## src/rtl/serial_add_ctrl.sv

```systemverilog
// serial_add_ctrl -- bit-serial adder/subtractor controller.
//
// One operation adds (SUB=0) or subtracts (SUB=1) two WIDTH-bit operands,
// processing one bit per clock, LSB first, through a single full adder.
// Subtraction is done as A + ~B + 1: the second operand is inverted on load
// and the carry flop is preset to 1.
//
// Ports:
//   CLK      in   clock, all state changes on the rising edge
//   RESET_N  in   asynchronous active-low reset
//   START    in   operation request (accepted in IDLE or DONE)
//   SUB      in   0 = A+B, 1 = A-B, sampled with START
//   A, B     in   WIDTH-bit operands, sampled with START
//   BUSY     out  high while the FSM is in RUN
//   DONE     out  one-cycle completion pulse
//   RESULT   out  WIDTH-bit sum/difference, held until the next completion
//   COUT     out  carry out of the MSB (for SUB, 1 = no borrow)
//   OVF      out  two's-complement overflow

// Single-bit full adder used as the serial arithmetic element.
module FullAdder (
    input  logic a,
    input  logic b,
    input  logic cIn,
    output logic s,
    output logic cOut
);
    assign s    = a ^ b ^ cIn;
    assign cOut = (a & b) | (a & cIn) | (b & cIn);
endmodule

module serial_add_ctrl #(
    parameter int WIDTH = 8
) (
    input  logic             CLK,
    input  logic             RESET_N,
    input  logic             START,
    input  logic             SUB,
    input  logic [WIDTH-1:0] A,
    input  logic [WIDTH-1:0] B,
    output logic             BUSY,
    output logic             DONE,
    output logic [WIDTH-1:0] RESULT,
    output logic             COUT,
    output logic             OVF
);

    // Counter sized to hold WIDTH without wrapping.
    localparam int CW = $clog2(WIDTH + 1);
    localparam logic [CW-1:0] LAST_CNT = CW'(WIDTH - 1);

    typedef enum logic [1:0] {
        S_IDLE = 2'd0,
        S_RUN  = 2'd1,
        S_DONE = 2'd2
    } state_e;

    state_e           state_q,   state_d;
    logic [CW-1:0]    cnt_q,     cnt_d;
    logic [WIDTH-1:0] a_sh_q,    a_sh_d;
    logic [WIDTH-1:0] b_sh_q,    b_sh_d;
    logic [WIDTH-1:0] res_sh_q,  res_sh_d;
    logic             carry_q,   carry_d;
    logic [WIDTH-1:0] result_q,  result_d;
    logic             cout_q,    cout_d;
    logic             ovf_q,     ovf_d;
    logic             busy_q,    busy_d;
    logic             done_q,    done_d;

    logic             fa_s_s;
    logic             fa_cout_s;
    logic             load_s;
    logic [WIDTH-1:0] res_full_s;

    FullAdder u_fa (
        .a    (a_sh_q[0]),
        .b    (b_sh_q[0]),
        .cIn  (carry_q),
        .s    (fa_s_s),
        .cOut (fa_cout_s)
    );

    // A new request is taken from IDLE, or from DONE for back-to-back operation.
    assign load_s = START && ((state_q == S_IDLE) || (state_q == S_DONE));

    // Result register contents after this cycle's sum bit is shifted in at the MSB.
    assign res_full_s = {fa_s_s, res_sh_q[WIDTH-1:1]};

    // Next-state and datapath logic.
    always_comb begin
        state_d  = state_q;
        cnt_d    = cnt_q;
        a_sh_d   = a_sh_q;
        b_sh_d   = b_sh_q;
        res_sh_d = res_sh_q;
        carry_d  = carry_q;
        result_d = result_q;
        cout_d   = cout_q;
        ovf_d    = ovf_q;

        case (state_q)
            S_IDLE, S_DONE: begin
                if (load_s) begin
                    a_sh_d   = A;
                    b_sh_d   = SUB ? ~B : B;
                    carry_d  = SUB;
                    cnt_d    = '0;
                    state_d  = S_RUN;
                end else begin
                    state_d  = S_IDLE;
                end
            end
            S_RUN: begin
                res_sh_d = res_full_s;
                a_sh_d   = {1'b0, a_sh_q[WIDTH-1:1]};
                b_sh_d   = {1'b0, b_sh_q[WIDTH-1:1]};
                carry_d  = fa_cout_s;
                cnt_d    = cnt_q + CW'(1);
                if (cnt_q == LAST_CNT) begin
                    // carry_q here is the carry into the MSB.
                    result_d = res_full_s;
                    cout_d   = fa_cout_s;
                    ovf_d    = carry_q ^ fa_cout_s;
                    state_d  = S_DONE;
                end else begin
                    state_d  = S_RUN;
                end
            end
            default: begin
                state_d = S_IDLE;
            end
        endcase

        busy_d = (state_d == S_RUN);
        done_d = (state_d == S_DONE);
    end

    // State and datapath registers with asynchronous clear.
    always_ff @(posedge CLK or negedge RESET_N) begin
        if (!RESET_N) begin
            state_q  <= S_IDLE;
            cnt_q    <= '0;
            a_sh_q   <= '0;
            b_sh_q   <= '0;
            res_sh_q <= '0;
            carry_q  <= 1'b0;
            result_q <= '0;
            cout_q   <= 1'b0;
            ovf_q    <= 1'b0;
            busy_q   <= 1'b0;
            done_q   <= 1'b0;
        end else begin
            state_q  <= state_d;
            cnt_q    <= cnt_d;
            a_sh_q   <= a_sh_d;
            b_sh_q   <= b_sh_d;
            res_sh_q <= res_sh_d;
            carry_q  <= carry_d;
            result_q <= result_d;
            cout_q   <= cout_d;
            ovf_q    <= ovf_d;
            busy_q   <= busy_d;
            done_q   <= done_d;
        end
    end

    assign BUSY   = busy_q;
    assign DONE   = done_q;
    assign RESULT = result_q;
    assign COUT   = cout_q;
    assign OVF    = ovf_q;

endmodule

```

## config.mk

```make
export PLATFORM = sky130hd
export DESIGN_NAME = serial_add_ctrl
export DESIGN_NICKNAME = d
export VERILOG_FILES = /design/src/rtl/serial_add_ctrl.sv
export SDC_FILE = /design/constraint.sdc
export NUM_CORES = 1
export LEC_CHECK = 0
export CAP_MARGIN = 25
export CORE_AREA = 10 10 67 69
export CTS_BUF_LIST = sky130_fd_sc_hd__clkbuf_8
export DETAILED_ROUTE_END_ITERATION = 7
export DIE_AREA = 0 0 77 79
export PLACE_DENSITY_LB_ADDON = 0.25
export SETUP_SLACK_MARGIN = 0.4
export SYNTH_ARGS = -nofsm -noshare
export SYNTH_HDL_FRONTEND = slang
export SYNTH_SLANG_ARGS = --single-unit
```

## constraint.sdc

```tcl
create_clock -name CLK -period 2.4 [get_ports CLK]
set_input_delay 0.48 -clock CLK [delete_from_list [all_inputs] [get_ports CLK]]
set_output_delay 0.48 -clock CLK [all_outputs]
set_load 0.01 [all_outputs]
```

-- Word level (Yosys, flattened, before mapping)
Cells that the tools add are included.
- flip-flop bits (word level): 43
- input bits: 20
- output and inout bits: 12
- eq/ne operators: 6
- add/sub/neg operators: 1
- bitwise operators: 9
- reductions and logical operators: 7
- multiplexer cells: 12
- operators by type and width (kind ; count):
    $pmux 8 s2 ; 2
    $mux 8 ; 3
    $not 8->8 ; 1
    $pmux 4 s2 ; 1
    $add 4x1->4 const B ; 1
    $eq 2x1->1 const B ; 2
    $eq 2x2->1 const B ; 2
    $eq 4x3->1 const B ; 1
    $mux 4 ; 1
    $pmux 2 s2 ; 1
    $reduce_and 2->1 ; 2
    $and 1x1->1 ; 3
    $xor 1x1->1 ; 3
    $logic_not 2->1 ; 1
    $mux 1 ; 2
    $mux 2 ; 1
    $ne 2x2->1 const B ; 1
    $or 1x1->1 ; 2
    $pmux 1 s2 ; 1
    $reduce_bool 2->1 ; 1
    $reduce_or 2->1 ; 1
    $logic_and 1x1->1 ; 1
    $logic_or 1x1->1 ; 1

-- Longest topological paths before layout
Gate-level depths: netlist (run 1).
- depth in word-level cells: 6
- mapped depth: 5

-- Cells and area by module
A second synthesis (run 1) with hierarchy kept.
- cells, all modules: 128
- area total of the unflattened synthesis: 1771.7 um^2
- modules (own cells, without submodules) (module ; cells each ; area each (um^2) ; times used):
    serial_add_ctrl ; 127 ; 1751.7 ; 1
    FullAdder ; 1 ; 20.0 ; 1

-- Worst setup path before layout (run 1)
OpenSTA, ideal clock, no wires.
- kind: flip-flop to flip-flop
- start: register cnt_q[0]
- end: register cout_q, in the netlist COUT
- cell stages (with the launch flop): 6
- required time: 2.275 ns
- path slack: 0.935 ns
- library setup time: 0.125 ns
- data arrival time: 1.340 ns
- cell sequence: dfrtp_1 ha_1 nand2_1 nor3b_2 buf_4 mux2_2
- word-level cells in the longest chain between the ends: 2
- ends and longest elaborated chain (what ; line ; source):
    from (decl) ; 59 ; logic [CW-1:0] cnt_q, cnt_d;
    from (signal assigned) ; 154 ; cnt_q <= cnt_d;
    $eq 4x3->1 ; 119 ; if (cnt_q == LAST_CNT) begin
    $reduce_and 2->1 (no source line) ; -- ;
    to (signal assigned) ; 160 ; cout_q <= cout_d;
    to (decl) ; 65 ; logic cout_q, cout_d;
Every way passes these cells.
A chain may end at the register's enable or synchronous reset.

-- Worst setup path in the final report (run 1)
- start: register state_q[0]
- end: register b_sh_q[1]
- word-level cells in the longest chain between the ends: 5
- elaborated cells on any way between the ends: 10
- classes of those cells: eq/ne (3); mux (1); reduce/logical (6)
- ends and longest elaborated chain (what ; line ; source):
    from (decl) ; 58 ; state_e state_q, state_d;
    from (signal assigned) ; 153 ; state_q <= state_d;
    $eq 2x2->1 / $logic_not 2->1 (equally long branches) ; 84, 101 ;
    $logic_or 1x1->1 ; 84 ; assign load_s = START && ((state_q == S_IDLE) || (state_q == S_DONE));
    $logic_and 1x1->1 ; 84 ;
    $ne 2x2->1 (no source line) ; -- ;
    $reduce_and 2->1 (no source line) ; -- ;
    to (signal assigned) ; 156 ; b_sh_q <= b_sh_d;
    to (decl) ; 61 ; logic [WIDTH-1:0] b_sh_q, b_sh_d;
Parallel ways exist; a longest one is shown, timed or not.

==> results.sh, run 1 <==
export IMPL_outcome="complete, no violations"
export IMPL_cts_setup_buffers=0
export IMPL_start_kind="register"
export IMPL_post_place_ws_ns=0.445
export IMPL_cts_buffers=5
export IMPL_cpPeakStageDelay_ns=0.61
export IMPL_seq_area_frac_synth_pct=59.2
export IMPL_fin_area_um2=2210
export IMPL_num_vias=1105
export IMPL_slew_headroom_pct=41.4
export IMPL_cts_resized=0
export IMPL_rows=21
export IMPL_initial_utilization_pct=55.0
export IMPL_syn_nets=151
export IMPL_fin_cells=209
export IMPL_syn_inst=129
export IMPL_tightest_slew_ns=0.880
export IMPL_antenna_found_initial=0
export IMPL_grt_usage_pct=11.4
export IMPL_power_density_nw_per_um2=1270
export IMPL_clk_pin_slew_ns=0.07
export IMPL_crit_path_end_kind="register"
export IMPL_p_int_mw=1.91
export IMPL_antennaDiodeCount=0
export IMPL_fp_dieW_um=77
export IMPL_finalSetupViolCount=0
export IMPL_hold_viol=0
export IMPL_cp_cell_sequence="nor2b_4 > buf_4 > nor2_2 > a221o_1"
export IMPL_fin_crit_ns=1.71
export IMPL_wire_per_inst_um=15.7
export IMPL_core_area_um2=3230
export IMPL_synth_seq_cells=42
export IMPL_p_clk_share_pct=16.1
export IMPL_die_area_um2=6080
export IMPL_cpMaxStageDelayCell="nor2_2"
export IMPL_arrival_ns=1.95
export IMPL_cts_hold_buf=0
export IMPL_startpoint="state_q[0]"
export IMPL_portBuffers=31
export IMPL_power_leakage_nw=1.02
export IMPL_fin_crit_sh_pct=71.4
export IMPL_syn_cell_area_um2=1780
export IMPL_drt_pass1_iterations=4
export IMPL_clock_sinks=42
export IMPL_comb_power_share_pct=40.0
export IMPL_crit_type="register to register"
export IMPL_ant_nets=0
export IMPL_routed_wl_um=3280
export IMPL_syn_to_final_growth_pct=24.4
export IMPL_swShare_pct=31.8
export IMPL_synth_cell_types=23
export IMPL_reg2reg_from="state_q[0]"
export IMPL_io_pins=32
export IMPL_dpl_hpwl_um=2390
export IMPL_seqPwrFrac_pct=43.9
export IMPL_peakVddDrop_v=0.000655
export IMPL_fin_setup_tns_ns=0
export IMPL_synth_edf_count=0
export IMPL_final_util_pct=68.4
export IMPL_drc=0
export IMPL_routabilityCongestion=0.741
export IMPL_p_sw_uw=892
export IMPL_maxCapViolCount=0
export IMPL_cp_required_ns=2.63
export IMPL_holdCritPathClass="input port to async pin"
export IMPL_die_h_um=79
export IMPL_postPlaceCellArea_um2=2120
export IMPL_drive_gt1_share_pct=19.0
export IMPL_grt_ovfl_total=0
export IMPL_ys_warn_count=0
export IMPL_synth_main_ff_cell="dfrtp_1"
export IMPL_fin_ws_ns=0.686
export IMPL_rsz0062_at_grt="no"
export IMPL_clk_path_buf_depth=2
export IMPL_via_per_inst=5.29
export IMPL_drt_iter0_markers=61
export IMPL_grt_pass1_wl_um=5570
export IMPL_cts_root_buf="clkbuf_8"
export IMPL_drv_slew=0
export IMPL_h_tree_depth=2
export IMPL_hold_slack_ns=0.298
export IMPL_final_nets=184
export IMPL_ys_async_sr_fraction_pct=100
export IMPL_grt_max_degree=43
export IMPL_max_freq_ghz=0.583
export IMPL_cts_tree="yes"
export IMPL_clk_latency_ns=0.29
export IMPL_finClkSkew_ns=0.00217
export IMPL_dp_cells=201
export IMPL_avgSynthCellArea_um2=13.8
export IMPL_worstPathMaxFanout=30
export IMPL_finalPower_mw=2.80
export IMPL_grt_pass1_vias=1227
final cells by class:
type	instances	area [µm²]
clock inverter	2	8.76
tap	46	57.6
fill	241	1020
clock buffer	6	82.6
timing repair buffer	34	328
sequential	42	1050
multi-input combinational	79	682
cells in the mapped netlist (2+ instances only):
library cell | instances | share of area (%)
dfrtp_1 | 42 | 59
mux2_2 | 17 | 11
a22o_1 | 12 | 5.9
a21o_1 | 8 | 3.4
nor2_1 | 8 | 1.7
xnor2_1 | 8 | 3.9
a221o_1 | 7 | 3.9
buf_2 | 5 | 1.4
nand2_1 | 4 | 0.84
buf_4 | 2 | 0.84
mux2i_1 | 2 | 1.1
nor2b_1 | 2 | 0.70
xor2_1 | 2 | 0.99
critical path: cells and delay by family, from the launching register on:
family / cells / cell delay [ns]
simple gates: 2 / 0.74
flops: 1 / 0.40
compound gates: 1 / 0.26
buf+inv: 1 / 0.23
final timing paths:
| kind | to | slack, ns | cells past startpoint |
|---|---|---|---|
| setup / recovery | b_sh_q[1] | 0.69 | 4 |
| hold / removal | res_sh_q[7] | 0.30 | 1 |
| setup reg to reg | b_sh_q[1] | 0.69 | 4 |
| hold reg to reg | a_sh_q[4] | 0.49 | 1 |
| max in group asynchronous | a_sh_q[4] | 1.55 | 1 |
| min in group CLK | a_sh_q[4] | 0.49 | 1 |
flip-flops by register name, indices dropped and copies added, names as in the netlist:
name      flops
BUSY          1
COUT          1
DONE          1
OVF           1
RESULT        8
a_sh_q        8
b_sh_q        8
carry_q       1
cnt_q         4
res_sh_q      7
state_q       2
metal layers:
layer | wire [µm] | vias to the layer above | GRT usage (%)
met5 | 0 | - | 0
met4 | 78 | 0 | 6.57
met3 | 182 | 8 | 4.17
met2 | 1750 | 22 | 19.8
met1 | 1270 | 549 | 11.7
li1 | - | 526 | -
cell families after synthesis:
group / synth area share, %
xor gates and xnor gates: 4.93
muxes: 11.9
AOI/OAI and AO/OA: 13.5
DFF: 59.2
adders and majority gates: 1.83
and+or+nand+nor: 6.20
buffers and inverters: 2.46
power groups by stage:
stage	clock network, mW	registers, mW	logic (mW)
after floorplan	0	1.23	0.754
after global placement	0	1.22	1.09
after detailed placement	0	1.25	1.14
after CTS	0.460	1.24	1.14
after global routing	0.489	1.28	1.23
final	0.451	1.23	1.12
placed cells by master (no fill, tap or decap), types with 2 or more instances in the layout:
cell type         n
dfrtp_1          42
clkdlybuf4s50_1  30
mux2_2           17
a22o_1           12
a21o_1            8
xnor2_1           8
nor2_1            8
a221o_1           7
clkbuf_8          6
nand2_1           4
buf_4             3
nor2b_1           2
mux2i_1           2
xor2_1            2
Note: power is estimated with default switching activity, not from simulation.
==> run 2: changes to the inputs <==
--- a/config.mk
+++ b/config.mk
@@ -6,10 +6,10 @@
 export NUM_CORES = 1
 export LEC_CHECK = 0
 export CAP_MARGIN = 25
-export CORE_AREA = 10 10 67 69
+export CORE_AREA = 10 10 72 74
 export CTS_BUF_LIST = sky130_fd_sc_hd__clkbuf_8
 export DETAILED_ROUTE_END_ITERATION = 7
-export DIE_AREA = 0 0 77 79
+export DIE_AREA = 0 0 82 84
 export PLACE_DENSITY_LB_ADDON = 0.25
 export SETUP_SLACK_MARGIN = 0.4
 export SYNTH_ARGS = -nofsm -noshare
==> constraint.sdc (replaced) <==
create_clock -name CLK -period 1.45 [get_ports CLK]
set_input_delay 0.29 -clock CLK [delete_from_list [all_inputs] [get_ports CLK]]
set_output_delay 0.29 -clock CLK [all_outputs]
set_load 0.01 [all_outputs]
==> results.sh, run 2 (synthesized netlist as in run 1, its figures left out) <==
export IMPL_outcome="complete, no violations"
export IMPL_dpl_hpwl_um=2630
export IMPL_cpMaxStageDelayCell="dfrtp_1"
export IMPL_routabilityCongestion=0.692
export IMPL_die_area_um2=6890
export IMPL_final_cell_mix="dfrtp_1, buf_4, clkdlybuf4s50_1, mux2_4, buf_6"
export IMPL_rsz0062_at_grt="yes"
export IMPL_clk_path_buf_depth=2
export IMPL_fin_crit_sh_pct=99.3
export IMPL_crit_path_end_kind="register"
export IMPL_seqPwrFrac_pct=31.4
export IMPL_cp_cell_sequence="ha_4 > nand2_4 > nor3b_4 > buf_6 > mux2_4"
export IMPL_clk_pin_slew_ns=0.08
export IMPL_portBuffers=31
export IMPL_clock_sinks=42
export IMPL_postPlaceCellArea_um2=2300
export IMPL_swShare_pct=30.3
export IMPL_antennaDiodeCount=0
export IMPL_cts_tree="yes"
export IMPL_comb_power_share_pct=51.3
export IMPL_grt_ovfl_total=0
export IMPL_cpPeakStageDelay_ns=0.41
export IMPL_h_tree_depth=2
export IMPL_fp_dieW_um=82
export IMPL_worstPathMaxFanout=8
export IMPL_via_per_inst=5.21
export IMPL_cts_root_buf="clkbuf_8"
export IMPL_cp_required_ns=1.64
export IMPL_fin_area_um2=2800
export IMPL_maxCapViolCount=0
export IMPL_power_leakage_nw=1.39
export IMPL_final_util_pct=72.5
export IMPL_drive_gt1_share_pct=44.3
export IMPL_power_density_nw_per_um2=2380
export IMPL_p_int_mw=4.64
export IMPL_core_area_um2=3860
export IMPL_num_vias=1318
export IMPL_die_h_um=84
export IMPL_drc=0
export IMPL_max_freq_ghz=0.695
export IMPL_routed_wl_um=4520
export IMPL_wire_per_inst_um=17.9
export IMPL_drt_iter0_markers=91
export IMPL_final_nets=224
export IMPL_fin_crit_ns=1.44
export IMPL_clk_latency_ns=0.30
export IMPL_grt_usage_pct=13.4
export IMPL_holdCritPathClass="input port to async pin"
export IMPL_syn_to_final_growth_pct=57.4
export IMPL_finalPower_mw=6.66
export IMPL_hold_slack_ns=0.0442
export IMPL_arrival_ns=1.63
export IMPL_tightest_slew_ns=0.513
export IMPL_start_kind="register"
export IMPL_final_common_cell="dfrtp_1"
export IMPL_fillers=239
export IMPL_crit_type="register to register"
export IMPL_ant_nets=0
export IMPL_slew_headroom_pct=65.8
export IMPL_io_pins=32
export IMPL_p_clk_share_pct=17.3
export IMPL_initial_utilization_pct=46.1
export IMPL_drt_pass1_iterations=4
export IMPL_cts_buffers=5
export IMPL_grt_pass1_wl_um=7070
export IMPL_grt_pass1_vias=1385
export IMPL_antenna_found_initial=0
export IMPL_rows=23
export IMPL_finalSetupViolCount=0
export IMPL_drv_slew=0
export IMPL_finClkSkew_ns=0.00807
export IMPL_p_sw_mw=2.01
export IMPL_hold_viol=0
export IMPL_peakVddDrop_v=0.000905
export IMPL_grt_max_degree=43
[run 2: metal layers]
| metal | GRT usage, % | wire length, µm |
|---|---|---|
| met5 | 0 | 0 |
| met4 | 5.88 | 119 |
| met3 | 4.09 | 231 |
| met2 | 21.5 | 2290 |
| met1 | 15.8 | 1890 |
[run 2: metrics by stage]
step	setup slack, ns	cells	setup TNS (ns)
5_1_grt	-0.0748	253	-0.553
6_report	0.0104	253	0
3_5_place_dp	-0.108	218	-1.54
2_1_floorplan	0.0249	129	0
4_1_cts	0.00153	245	0
3_3_place_gp	-0.0772	218	-1.03
[run 2: cell type report]
cell class | instances | area, µm² | share of cell area [%]
multi-input combinational | 79 | 805 | 28.8
clock buffer | 6 | 82.6 | 2.95
sequential | 42 | 1050 | 37.6
tap | 50 | 62.6 | 2.24
clock inverter | 2 | 60.1 | 2.15
timing repair buffer | 74 | 736 | 26.3
[run 2: worst paths after layout]
kind	cells past startpoint	slack, ns	startpoint	endpoint
worst max register to register	5	0.01	cnt_q[1]	OVF
worst min register to register	1	0.49	a_sh_q[2]	a_sh_q[2]
worst min-delay path	2	0.04	RESET_N	cnt_q[2]
worst max-delay path	5	0.01	cnt_q[1]	OVF
max in group asynchronous	2	1.05	RESET_N	cnt_q[3]
min in group CLK	1	0.49	a_sh_q[2]	a_sh_q[2]
[run 2: what timing repair did]
action                                  CTS  global route
setup buffers                            17             7
gates cloned                              2             1
endpoints found under the setup margin   54            54
pin swaps                                13             3
gates resized for setup                  65            14
hold buffers                              0             0
[run 2: critical path, delay by kind of cell, from the launching register on]
family,cells,cell delay (ns)
AND/OR/NAND/NOR,2,0.25
flip-flops,1,0.41
buffers and inverters,1,0.19
adder cells (fa/ha/maj),1,0.17
multiplexers,1,0.31
[run 2: power groups by stage]
stage,clock [mW],combinational [mW],sequential (mW)
after global placement,0,2.23,2.04
final,1.15,3.42,2.09
after detailed placement,0,2.32,2.07
after CTS,1.16,2.96,2.06
after global routing,1.23,3.63,2.15
after floorplan,0,1.56,2.07
